--- src/rtl/memwb_pkg.sv ---
// rtl/memwb_pkg.sv - shared widths for the MEM/WB pipeline register
package memwb_pkg;
   localparam int DW_DEF = 32;
   localparam int RW_DEF = 5;

   // Payload layout, MSB first: Wreg, Reg2reg, D, C, Rd.
   function automatic int payload_width(int dw, int rw);
      return 2 + 2 * dw + rw;
   endfunction

   localparam int PW_DEF = payload_width(DW_DEF, RW_DEF);
endpackage

--- src/rtl/memwb_slot.sv ---
// rtl/memwb_slot.sv - payload register with load enable and async clear
module memwb_slot #(
   parameter int W = memwb_pkg::PW_DEF
) (
   input  logic         clk,
   input  logic         clr,
   input  logic         load,
   input  logic [W-1:0] d,
   output logic [W-1:0] q
);
   always_ff @(posedge clk or posedge clr) begin
      if (clr)
         q <= '0;
      else if (load)
         q <= d;
   end
endmodule

--- src/rtl/reg_memwb_pipe.sv ---
// rtl/reg_memwb_pipe.sv - MEM/WB pipeline register with skid buffer and flush
module reg_memwb_pipe
   import memwb_pkg::*;
#(
   parameter int DW = DW_DEF,
   parameter int RW = RW_DEF
) (
   input  logic          Clk,
   input  logic          Clr,
   input  logic          Wreg,
   input  logic          Reg2reg,
   input  logic [DW-1:0] D,
   input  logic [DW-1:0] C,
   input  logic [RW-1:0] Rd,
   input  logic          in_valid,
   output logic          in_ready,
   input  logic          out_ready,
   input  logic          Flush,
   output logic          wWreg,
   output logic          wReg2reg,
   output logic [DW-1:0] wD,
   output logic [DW-1:0] wC,
   output logic [RW-1:0] wRd,
   output logic          out_valid,
   output logic [1:0]    occ
);
   localparam int PW = payload_width(DW, RW);

   logic          main_valid;
   logic          skid_valid;
   logic [PW-1:0] in_pl;
   logic [PW-1:0] main_d;
   logic [PW-1:0] main_q;
   logic [PW-1:0] skid_q;
   logic          accept;
   logic          drain;
   logic          main_free;
   logic          main_from_skid;
   logic          main_from_in;
   logic          skid_fill;
   logic          main_load;
   logic          skid_load;

   assign in_pl = {Wreg, Reg2reg, D, C, Rd};

   // in_ready depends only on the skid register, so no out_ready->in_ready path.
   assign in_ready       = ~skid_valid;
   assign accept         = in_valid & in_ready;
   assign drain          = main_valid & out_ready;
   assign main_free      = ~main_valid | out_ready;
   assign main_from_skid = main_free & skid_valid;
   assign main_from_in   = main_free & ~skid_valid & accept;
   assign skid_fill      = accept & main_valid & ~out_ready;

   assign main_load = ~Flush & (main_from_skid | main_from_in);
   assign skid_load = ~Flush & skid_fill;
   assign main_d    = skid_valid ? skid_q : in_pl;

   memwb_slot #(.W(PW)) u_main (
      .clk  (Clk),
      .clr  (Clr),
      .load (main_load),
      .d    (main_d),
      .q    (main_q)
   );

   memwb_slot #(.W(PW)) u_skid (
      .clk  (Clk),
      .clr  (Clr),
      .load (skid_load),
      .d    (in_pl),
      .q    (skid_q)
   );

   always_ff @(posedge Clk or posedge Clr) begin
      if (Clr) begin
         main_valid <= 1'b0;
         skid_valid <= 1'b0;
      end else if (Flush) begin
         main_valid <= 1'b0;
         skid_valid <= 1'b0;
      end else begin
         if (main_from_skid || main_from_in)
            main_valid <= 1'b1;
         else if (drain)
            main_valid <= 1'b0;

         if (skid_fill)
            skid_valid <= 1'b1;
         else if (main_from_skid)
            skid_valid <= 1'b0;
      end
   end

   // Register-write request is gated so a stale slot never writes the register file.
   assign wWreg     = main_valid & main_q[PW-1];
   assign wReg2reg  = main_q[PW-2];
   assign wD        = main_q[PW-3 -: DW];
   assign wC        = main_q[RW +: DW];
   assign wRd       = main_q[RW-1:0];
   assign out_valid = main_valid;
   assign occ       = {1'b0, main_valid} + {1'b0, skid_valid};
endmodule
--- config.mk ---
export PLATFORM = sky130hd
export DESIGN_NAME = reg_memwb_pipe
export DESIGN_NICKNAME = d
export VERILOG_FILES = /design/src/rtl/memwb_pkg.sv /design/src/rtl/memwb_slot.sv /design/src/rtl/reg_memwb_pipe.sv
export SDC_FILE = /design/constraint.sdc
export NUM_CORES = 1
export LEC_CHECK = 0
export BUFFER_PORTS_ARGS = -buffer_cell sky130_fd_sc_hd__buf_4
export CORE_MARGIN = 3
export CORE_UTILIZATION = 60
export CTS_BUF_LIST = sky130_fd_sc_hd__clkbuf_8
export CTS_CLUSTER_DIAMETER = 30
export DETAILED_ROUTE_END_ITERATION = 8
export PLACE_DENSITY = 0.88
export SYNTH_ARGS = -nofsm -noshare
export SYNTH_HDL_FRONTEND = slang
export SYNTH_SLANG_ARGS = --single-unit
export TNS_END_PERCENT = 10
--- constraint.sdc ---
create_clock -name Clk -period 10.55 [get_ports Clk]
set_clock_uncertainty 0.2 [all_clocks]
set_input_delay 0.5275 -clock Clk [delete_from_list [all_inputs] [get_ports Clk]]
set_output_delay 0.5275 -clock Clk [all_outputs]
set_load 0.02 [all_outputs]
==> impl_metrics.csv, run 1 <==
group,metric,value,unit
worst_setup_path,r2r_cells,4,
finish,multi_input_area,0.002749,sq mm
global_route,antenna_found_initial,0,
sta,hold_slack,122.5,ps
finish,n_fill_cell,780,
sta,maxSlewHeadroom,32.23,%
power,ir_drop,0.0001149,V
worst_hold_path,hp-start,"D[31]",
synthesis,synth_simple_gate_area_share,1.054,%
synthesis,synth-xor-area-share,0,%
worst_hold_path,hold_depth,2,
synthesis,ys_warn_count,0,
synthesis,seq_area_frac_synth,50.60,%
finish,fin_util,70.22,%
detailed_routing,first_pass_iters,4,
cts,cts_max_path_buffers,2,
worst_setup_path,end_kind,"flop",
sta,worstMarginPinSlew,1017,ps
detailed_routing,routed_wl,12.99,mm
floorplan,die_h,115.0,microns
placed_design,dp.cells,665,
synthesis,synth_cell_types,18,
finish,drive_gt1_share,70.99,%
outcome,status,"finished clean",
cts,cts_buffers,17,
cts,clkTransAtPathRegs,80,ps
synthesis,syn_area,0.007122,sq mm
detailed_routing,dr_total_vias,3748,
global_route,grt_pass1_vias,4135,
sta,fin_tns_setup,0,ps
worst_hold_path,holdPathEnd,"u_skid.q[68]",
synthesis,syn_avg_cell_area,15.48,sq um
detailed_routing,drtAntennaViolNets,0,
cts,htreeDepth,4,
synthesis,ys_ff_latch,144,
synthesis,synth_top_family_by_area,"multiplexers",
global_route,grt_max_degree,83,
synthesis,synth_compound_area_share,0,%
global_route,busiest_layer,"met2",
sta,max_freq,297.3,MHz
synthesis,synthMuxAreaShare,37.37,%
worst_setup_path,required,10670,ps
floorplan,rows,39,
flow_run,drv_cap,0,
power,power.density,195.2,mW/mm^2
worst_setup_path,rr_endpoint,"u_skid.q[30]",
synthesis,ys.flop_type,"dfrtp_1",
worst_setup_path,critical_path_arrival,3490,ps
floorplan,fp.dieArea,0.01321,sq mm
floorplan,initial_core_util,61.84,%
placed_design,dp_hpwl,8.653,mm
power,power.total,0.001579,W
power,p_leak,3.942,nW
cts,ctsResizeCount,0,
placed_design,portBuffers,150,
sta,slew_viol_final,0,
sta,setup-violations-final,0,
cts,cts_sinks,144,
sta,finalCritPeriodShare,31.89,%
worst_setup_path,crit_start,"skid_valid",
detailed_routing,drt_iter0_drc,217,
global_route,grt.overflow.total,0,
detailed_routing,viasPerCell,5.370,
sta,min_period,3364,ps
worst_setup_path,cp-start-kind,"flop",
finish,layoutNonFillerInstCount,698,
sta,grt_setup_unrepaired,"false",
synthesis,async_flop_share,100.0,%
detailed_routing,post_drt_wl_per_cell,18.61,microns
cts,cts_tree,"built",
global_route,grt_util_met3,7.316,%
detailed_routing,drcViolationCount,0,
finish,num_antenna_cells,0,
synthesis,synth_fp_nets,537,
worst_setup_path,rrSetupSlack,7190,ps
worst_setup_path,cp_max_fo,74,
synthesis,synth_fa_ha_area_share,0.1757,%
worst_setup_path,critPathKind,"reg -> reg",
finish,nets,619,
floorplan,io_pins,151,
global_route,grt_use_met1,25.77,%
global_route,use_met2,33.91,%
finish,area_delta_synth_final,13.55,%
cts,cts-root-buf,"clkbuf_8",
global_route,grt_use_total,20.68,%
floorplan,core,0.01152,sq mm
synthesis,synth_edf_count,0,
global_route,grt_first_pass_wirelength,21.01,mm
placed_design,place_congestion,0.7508,
finish,regArea,0.003607,sq mm
sta,finalHoldViolCount,0,
worst_hold_path,hp-class,"in -> reg",
floorplan,die_w,115.0,microns
worst_setup_path,rr_startpoint,"skid_valid",
synthesis,syn-instance-count,460,
cts,clock_latency,440,ps
how the worst max path moves through the flow:
stage / end
floorplan: out_valid
global placement: u_skid.q[33]
detailed placement: u_skid.q[34]
CTS: u_skid.q[30]
global route: u_skid.q[69]
finish: u_skid.q[30]
repair_timing:
| item | 4_1_cts | 5_1_grt |
|---|---|---|
| hold buffers | 1 | 0 |
| setup buffers | 0 | 0 |
| endpoints found under the hold margin | 62 | 0 |
layout by cell type (no fill, tap or decap), types with 2 or more instances in the layout:
cell      synthesis  layout
mux2_2          137     137
mux2_1            6       6
buf_4            76     154
clkbuf_8          0      22
inv_1             2       5
nor2_1            2       2
clkinv_2          0       5
mux2_4           70      70
dfrtp_1         144     143
cell families (layout without fill, tap and decap cells):
| group | after synthesis | after routing |
|---|---|---|
| mux | 213 | 213 |
| flops | 144 | 144 |
| buf+inv | 94 | 189 |
| simple gates | 8 | 8 |
| fa+ha+maj | 1 | 1 |
flip-flops by register name, summed over array words and instances, names as in the netlist:
signal / cells
skid_valid: 1
out_valid: 1
u_main.q: 71
u_skid.q: 71
critical path: stages (launching register included):
cell and delay (ps):
dfrtp_4 1090, inv_1 220, nand3b_4 620, buf_4 670, mux2_4 360
area by class of cell:
class,count,area share [%]
Clock buffer,22,3.744
Clock inverter,10,0.8665
Tap cell,143,2.213
Sequential cell,144,44.61
Multi-Input combinational cell,222,33.99
Timing Repair Buffer,155,14.42
Inverter,2,0.1547
synthesized netlist by cell type, types with 2 or more instances:
| master | instances | area [sq um] |
|---|---|---|
| dfrtp_1 | 144 | 3603 |
| clkbuf_1 | 6 | 22.52 |
| nor2_1 | 2 | 7.510 |
| buf_4 | 76 | 570.6 |
| buf_12 | 8 | 160.2 |
| mux2_2 | 137 | 1543 |
| mux2_4 | 70 | 1051 |
| inv_1 | 2 | 7.510 |
| mux2_1 | 6 | 67.56 |
power breakdown:
group	internal, W	switching (W)
registers	0.000684	0.0000802
clock network	0.000212	0.000195
logic	0.000245	0.000162
metal layers:
metal	share of wire [%]	vias to the layer above	routed length [microns]
li1	-	1694	-
met1	43	1928	5565
met2	50	114	6437
met3	6.5	12	846
met4	1.1	0	139
met5	0	-	0
metrics by stage:
stage	setup slack (ps)	instance area [sq um]
after floorplan	5956	7122
after global placement	7288	7704
after CTS	7185	8087
after detailed placement	7220	7704
final	7186	8087
after global routing	7017	8087
(Power assumes the default switching activity.)
==> run 2, diff against run 1 <==
--- a/config.mk
+++ b/config.mk
@@ -5,13 +5,14 @@
 export SDC_FILE = /design/constraint.sdc
 export NUM_CORES = 1
 export LEC_CHECK = 0
+export ABC_AREA = 1
 export BUFFER_PORTS_ARGS = -buffer_cell sky130_fd_sc_hd__buf_4
 export CORE_MARGIN = 3
-export CORE_UTILIZATION = 60
+export CORE_UTILIZATION = 52
 export CTS_BUF_LIST = sky130_fd_sc_hd__clkbuf_8
 export CTS_CLUSTER_DIAMETER = 30
 export DETAILED_ROUTE_END_ITERATION = 8
-export PLACE_DENSITY = 0.88
+export PLACE_DENSITY = 0.8
 export SYNTH_ARGS = -nofsm -noshare
 export SYNTH_HDL_FRONTEND = slang
 export SYNTH_SLANG_ARGS = --single-unit
==> constraint.sdc (replaced) <==
create_clock -name Clk -period 3 [get_ports Clk]
set_clock_uncertainty 0.2 [all_clocks]
set_input_delay 0.15 -clock Clk [delete_from_list [all_inputs] [get_ports Clk]]
set_output_delay 0.15 -clock Clk [all_outputs]
set_load 0.02 [all_outputs]
==> run 2 against run 1 <==
  * Synthesized cell count is 100% higher
  * Global-route usage is 3.0 points higher
  * Via count rose by 69%
  * Count of clock-buffer cells in the layout rose by 2
  * Worst hold slack got worse by 25 ps
  * Worst setup slack worse by 6600 ps
  * Flip-flop and latch count stayed put
  * Largest power group unchanged
==> impl_metrics.csv, run 2 <==
group,metric,value,unit
placed_design,place_congestion,0.7939,
finish,regArea,0.003605,sq mm
synthesis,ys_warn_count,0,
global_route,grt_first_pass_wirelength,30.37,mm
worst_setup_path,crit_start,"skid_valid",
sta,min_period,2446,ps
worst_setup_path,max_stage_delay,610,ps
floorplan,io_pins,151,
worst_setup_path,critPathKind,"reg -> out",
synthesis,synth_area_leaders,"dfrtp_1 (49%), nand2_1 (25%), nand3_1 (9.7%)",
global_route,grt_max_degree,74,
detailed_routing,dr_wl_met3,1.144,mm
detailed_routing,routed_wl,18.12,mm
cts,cts_max_path_buffers,2,
cts,cts-root-buf,"clkbuf_8",
sta,fin_tns_setup,0,ps
floorplan,die_w,124.9,microns
finish,n_fill_cell,1098,
finish,layoutNonFillerInstCount,1247,
synthesis,syn_avg_cell_area,7.899,sq um
finish,multi_input_area,0.002696,sq mm
finish,largestRegisters,"u_main.q x71, u_skid.q x71",
finish,final_common_cell,"nand2_1",
cts,htreeDepth,4,
worst_hold_path,hp-class,"in -> reg",
worst_setup_path,critical_path_arrival,2100,ps
cts,clkTransAtPathRegs,70,ps
power,ir_drop,0.0002861,V
power,power.density,592.7,mW/mm^2
detailed_routing,viasPerCell,5.071,
sta,finalCritPeriodShare,81.53,%
power,p_leak,4.986,nW
detailed_routing,first_pass_iters,5,
worst_setup_path,crit_buf_inv,3,
floorplan,fp.dieArea,0.01559,sq mm
synthesis,ys.flop_type,"dfrtp_1",
worst_setup_path,cp-start-kind,"flop",
detailed_routing,routed.top_layer,"met4",
worst_setup_path,end_kind,"output pin",
detailed_routing,drt_iter0_drc,669,
synthesis,async_flop_share,100.0,%
worst_setup_path,critPathSlowestCell,"dfrtp_2",
worst_hold_path,hp-start,"out_ready",
synthesis,seq_area_frac_synth,49.05,%
placed_design,portBuffers,150,
detailed_routing,route.met2.wl,8.951,mm
synthesis,yosysMostFrequentCell,"nand2_1",
detailed_routing,drcViolationCount,0,
global_route,grt_use_total,23.65,%
synthesis,synth_fp_nets,1007,
synthesis,ys_ff_latch,144,
finish,num_antenna_cells,0,
cts,cts_sinks,144,
synthesis,synth_cell_types,17,
detailed_routing,drtAntennaViolNets,0,
cts,post_cts_buffers,0,
worst_setup_path,rr_startpoint,"skid_valid",
flow_run,drv_cap,0,
sta,setup-violations-final,0,
detailed_routing,dr_total_vias,6324,
global_route,grt_pass1_vias,6350,
sta,finalHoldViolCount,0,
floorplan,die_h,124.9,microns
sta,slew_viol_final,0,
synthesis,yosysTopAreaCell,"dfrtp_1",
sta,worstMarginPinSlew,821.2,ps
synthesis,syn_area,0.007346,sq mm
worst_setup_path,required,2650,ps
finish,drive_gt1_share,18.95,%
cts,cts_buffers,17,
finish,area_delta_synth_final,21.60,%
detailed_routing,post_drt_wl_per_cell,14.53,microns
cts,clock_latency,430,ps
synthesis,syn-instance-count,930,
worst_setup_path,path_delay_family,"buffers and inverters",
finish,final_cell_mix,"nand2_1 (499), buf_4 (161), dfrtp_1 (143), nand3_1 (142), dlygate4sd3_1 (74)",
floorplan,initial_core_util,54.39,%
worst_setup_path,cp_max_fo,73,
floorplan,core,0.01351,sq mm
placed_design,dp.cells,1142,
synthesis,synthTopCellsByCount,"nand2_1 (499), dfrtp_1 (144), nand3_1 (142)",
detailed_routing,m1WireLength,7.625,mm
finish,nets,1136,
sta,max_freq,408.8,MHz
worst_setup_path,cp_common_cell,"buf_4",
outcome,status,"finished clean",
global_route,grt.overflow.total,0,
worst_setup_path,cp_cell_sequence,"inv_2, buf_4, buf_4",
cts,cts_tree,"built",
synthesis,synth_edf_count,0,
synthesis,synthDominantCellAreaShare,49.05,%
floorplan,rows,42,
sta,maxSlewHeadroom,45.26,%
global_route,antenna_found_initial,0,
sta,grt_setup_unrepaired,"false",
placed_design,dp_hpwl,10.60,mm
==> run 2: changes by cell type after synthesis, sizes merged, moves of 2 or more <==
cell / delta
buf: +34
a21oi: +2
nand3: +144
mux2: -213
inv: +6
nand2: +501
==> run 2: cells by family after synthesis <==
kind of cell / share of synthesized area (%)
buffers and inverters: 14.34
DFF: 49.05
AOI/OAI and AO/OA: 0.1873
and+or+nand+nor: 36.25
adders and majority gates: 0.1703
==> run 2: what timing repair did <==
item                      4_1_cts  5_1_grt
hold endpoints to repair      171        0
hold buffers                   74        0
resized for setup               0        0
==> run 2: layout make-up <==
type	instances	share of cell area, %
flip-flops and latches	144	40.36
multi-input cells	651	30.19
clock buffers	24	3.698
clock inverters	7	0.6443
inverters	8	0.3782
well taps	176	2.465
repair buffers	237	22.27
==> run 2: routing by layer <==
metal | vias up | GRT usage [%]
met3 | 36 | 4.503
li1 | 3090 | -
met4 | 0 | 9.630
met2 | 264 | 39.63
met5 | - | 0
met1 | 2934 | 30.26
==> run 2: worst reg2reg max path: stages, from the launching register on <==
cell,delay [ps]
dfrtp_2,610
buf_4,300
nor2_4,160
nand3_4,620
nand2_1,290
nand2_1,90
==> run 2: worst paths after layout <==
| path | slack (ps) | endpoint | depth (start not counted) |
|---|---|---|---|
| setup / recovery | 550 | in_ready | 3 |
| hold / removal | 100 | u_main.q[43] | 5 |
| setup reg to reg | 620 | u_skid.q[63] | 5 |
| hold reg to reg | 270 | u_skid.q[67] | 2 |
| max in group asynchronous | 1650 | u_main.q[46] | 4 |
| min in group asynchronous | 210 | u_skid.q[69] | 3 |
==> run 2: power breakdown <==
group / switching, W / internal, W / total [W]
logic: 0.000712 / 0.000534 / 0.00125
registers: 0.000231 / 0.00234 / 0.00257
clock network: 0.000684 / 0.000796 / 0.00148
total: 0.00163 / 0.00367 / 0.00529
==> run 2: metrics by stage <==
stage          total power [W]  worst slack (ps)  util [%]  hold slack, ps  cell area (sq um)
2_1_floorplan         0.003495             845.0         -           94.54               7350
3_3_place_gp          0.003717             746.3     57.78           114.8               7804
3_5_place_dp          0.003761             654.8     57.78           124.2               7804
4_1_cts               0.005330             497.4     66.14           67.52               8932
5_1_grt               0.005597             416.3     66.14           104.2               8932
6_report              0.005294             554.0     66.14           97.93               8932
==> run 3, diff against run 2 <==
--- a/config.mk
+++ b/config.mk
@@ -8,11 +8,11 @@
 export ABC_AREA = 1
 export BUFFER_PORTS_ARGS = -buffer_cell sky130_fd_sc_hd__buf_4
 export CORE_MARGIN = 3
-export CORE_UTILIZATION = 52
+export CORE_UTILIZATION = 57
 export CTS_BUF_LIST = sky130_fd_sc_hd__clkbuf_8
 export CTS_CLUSTER_DIAMETER = 30
 export DETAILED_ROUTE_END_ITERATION = 8
-export PLACE_DENSITY = 0.8
+export PLACE_DENSITY = 0.84
 export SYNTH_ARGS = -nofsm -noshare
 export SYNTH_HDL_FRONTEND = slang
 export SYNTH_SLANG_ARGS = --single-unit
==> constraint.sdc (replaced) <==
create_clock -name Clk -period 2.51 [get_ports Clk]
set_clock_uncertainty 0.2 [all_clocks]
set_input_delay 0.1255 -clock Clk [delete_from_list [all_inputs] [get_ports Clk]]
set_output_delay 0.1255 -clock Clk [all_outputs]
set_load 0.02 [all_outputs]
==> run 3 against run 2 <==
  * Core utilization rose by 7.4 points
  * Non-clock buffer count rose by 5
  * Wire length rose by 6.8%
  * Final area rose by 1.4%
  * Worst hold slack got worse by 92 ps
  * Critical path depth did not move
  * Count of clock-buffer cells in the layout fell by 5
  * Die area fell by 8.4%
  * Cell count barely moved
  * Worst setup slack got worse by 440 ps
  * Critical path type unchanged
==> impl_metrics.csv, run 3 (synthesized netlist as in run 2, its figures left out) <==
group,metric,value,unit
worst_setup_path,cp_common_cell,"buf_4",
global_route,grt_pass1_vias,6562,
worst_hold_path,hp-class,"in -> reg",
finish,final_common_cell,"nand2_1",
cts,cts_buffers,17,
floorplan,rows,40,
detailed_routing,first_pass_iters,6,
worst_setup_path,critical_path_arrival,2070,ps
placed_design,dp_hpwl,10.73,mm
power,power.density,741.1,mW/mm^2
cts,clock_latency,450,ps
sta,setup-violations-final,0,
sta,worstMarginPinSlew,819.5,ps
finish,largestRegisters,"u_main.q x71, u_skid.q x71",
detailed_routing,routed_wl,19.35,mm
sta,grt_setup_unrepaired,"false",
global_route,antenna_found_initial,1,
floorplan,core,0.01231,sq mm
power,ir_drop,0.0003742,V
floorplan,die_h,119.5,microns
cts,cts_sinks,144,
floorplan,initial_core_util,59.66,%
global_route,grt.overflow.total,0,
outcome,status,"finished clean",
finish,nets,1141,
cts,cts_max_path_buffers,2,
cts,cts-root-buf,"clkbuf_8",
sta,finalHoldViolCount,0,
worst_setup_path,end_kind,"output pin",
global_route,grt_max_degree,74,
worst_setup_path,cp_max_fo,73,
flow_run,drv_cap,0,
cts,htreeDepth,4,
detailed_routing,viasPerCell,5.285,
placed_design,place_area,0.007806,sq mm
worst_setup_path,cp-start-kind,"flop",
cts,cts_tree,"built",
sta,slew_viol_final,0,
cts,post_cts_buffers,0,
sta,max_freq,418.2,MHz
detailed_routing,drt_iter0_drc,669,
detailed_routing,drtAntennaViolNets,0,
sta,fin_tns_setup,0,ps
floorplan,io_pins,151,
global_route,grt_first_pass_wirelength,32.14,mm
worst_setup_path,max_stage_delay,660,ps
sta,finalCritPeriodShare,95.27,%
worst_setup_path,critPathKind,"reg -> out",
worst_setup_path,required,2180,ps
power,p_leak,5.046,nW
finish,final_area,0.009060,sq mm
placed_design,portBuffers,150,
finish,area_delta_synth_final,23.34,%
detailed_routing,dr_total_vias,6585,
sta,min_period,2391,ps
cts,clkTransAtPathRegs,80,ps
floorplan,fp.dieArea,0.01429,sq mm
worst_setup_path,path_delay_family,"buffers and inverters",
finish,final_cell_mix,"nand2_1 (499), buf_4 (158), dfrtp_1 (143), nand3_1 (142), dlygate4sd3_1 (79)",
finish,drive_gt1_share,19.03,%
global_route,grt_use_total,28.04,%
detailed_routing,drcViolationCount,0,
sta,maxSlewHeadroom,45.37,%
placed_design,place_congestion,0.7949,
worst_setup_path,crit_buf_inv,3,
floorplan,die_w,119.5,microns
worst_setup_path,critPathSlowestCell,"buf_4",
detailed_routing,post_drt_wl_per_cell,15.53,microns
worst_setup_path,cp_cell_sequence,"inv_2, buf_4, buf_4",
==> run 3: cell count changes in the layout (fill, tap and decap cells not counted), sizes merged <==
| cell | delta |
|---|---|
| bufinv | +4 |
| clkbuf | -5 |
| clkinv | +2 |
| clkinvlp | +1 |
| diode | +1 |
| dlygate4sd3 | +5 |
| inv | -1 |
==> run 3: timing repair <==
item / in CTS / in global routing
hold endpoints to repair: 255 / 0
hold buffers: 79 / 0
gates resized for setup: 1 / 1
setup endpoints to repair: 1 / 6
==> run 3: path summary, 6_finish.rpt <==
| kind | to | start | slack, ps | depth (start not counted) |
|---|---|---|---|---|
| worst min register to register | u_skid.q[64] | u_skid.q[64] | 270 | 2 |
| worst max register to register | u_skid.q[24] | skid_valid | 180 | 5 |
| worst max-delay path | in_ready | skid_valid | 120 | 3 |
| min in group asynchronous | u_main.q[68] | Clr | 70 | 3 |
| worst min-delay path | u_skid.q[11] | out_ready | 6 | 5 |
| max in group asynchronous | skid_valid | Clr | 1250 | 4 |
==> run 3: final cells by class <==
cell class | count | area, sq um
well taps | 168 | 210.2
inverters | 8 | 33.78
multi-input cells | 651 | 2696
repair buffers | 242 | 2059
clock inverters | 13 | 191.4
fillers | 934 | 3252
clock buffers | 19 | 261.5
diodes | 1 | 2.502
flip-flops and latches | 144 | 3605
==> run 3: routing by layer <==
metal / up-vias / GRT usage [%] / wire, microns / share of wire [%]
li1: 3100 / - / - / -
met1: 3094 / 34.40 / 7654 / 40
met2: 335 / 46.65 / 9574 / 49
met3: 56 / 6.880 / 1498 / 7.7
met4: 0 / 13.39 / 623 / 3.2
met5: - / 0 / 0 / 0
==> run 3: power by group <==
| group | switching (W) | internal, W | total, W |
|---|---|---|---|
| sequential | 0.000283 | 0.00279 | 0.00308 |
| clock | 0.000871 | 0.00122 | 0.00209 |
| combinational | 0.000875 | 0.000671 | 0.00155 |
==> run 3: stage by stage <==
step	instances	setup WS, ps	total power (W)	util (%)	hold WS [ps]
after floorplan	930	379.5	0.004177	-	70.04
after CTS	1245	60.28	0.006708	73.54	0.004940
after detailed placement	1134	356.2	0.004503	63.40	-10.23
after global routing	1246	19.55	0.007066	73.59	32.09
final	1246	118.8	0.006714	73.59	6.137
after global placement	1134	410.8	0.004445	63.40	-14.89
==> run 3: worst min-delay path, cell delays in order <==
cell     delay, ps
buf_4           80
nor2_1          60
nand3_4        220
nand2_1         80
nand2_1         50
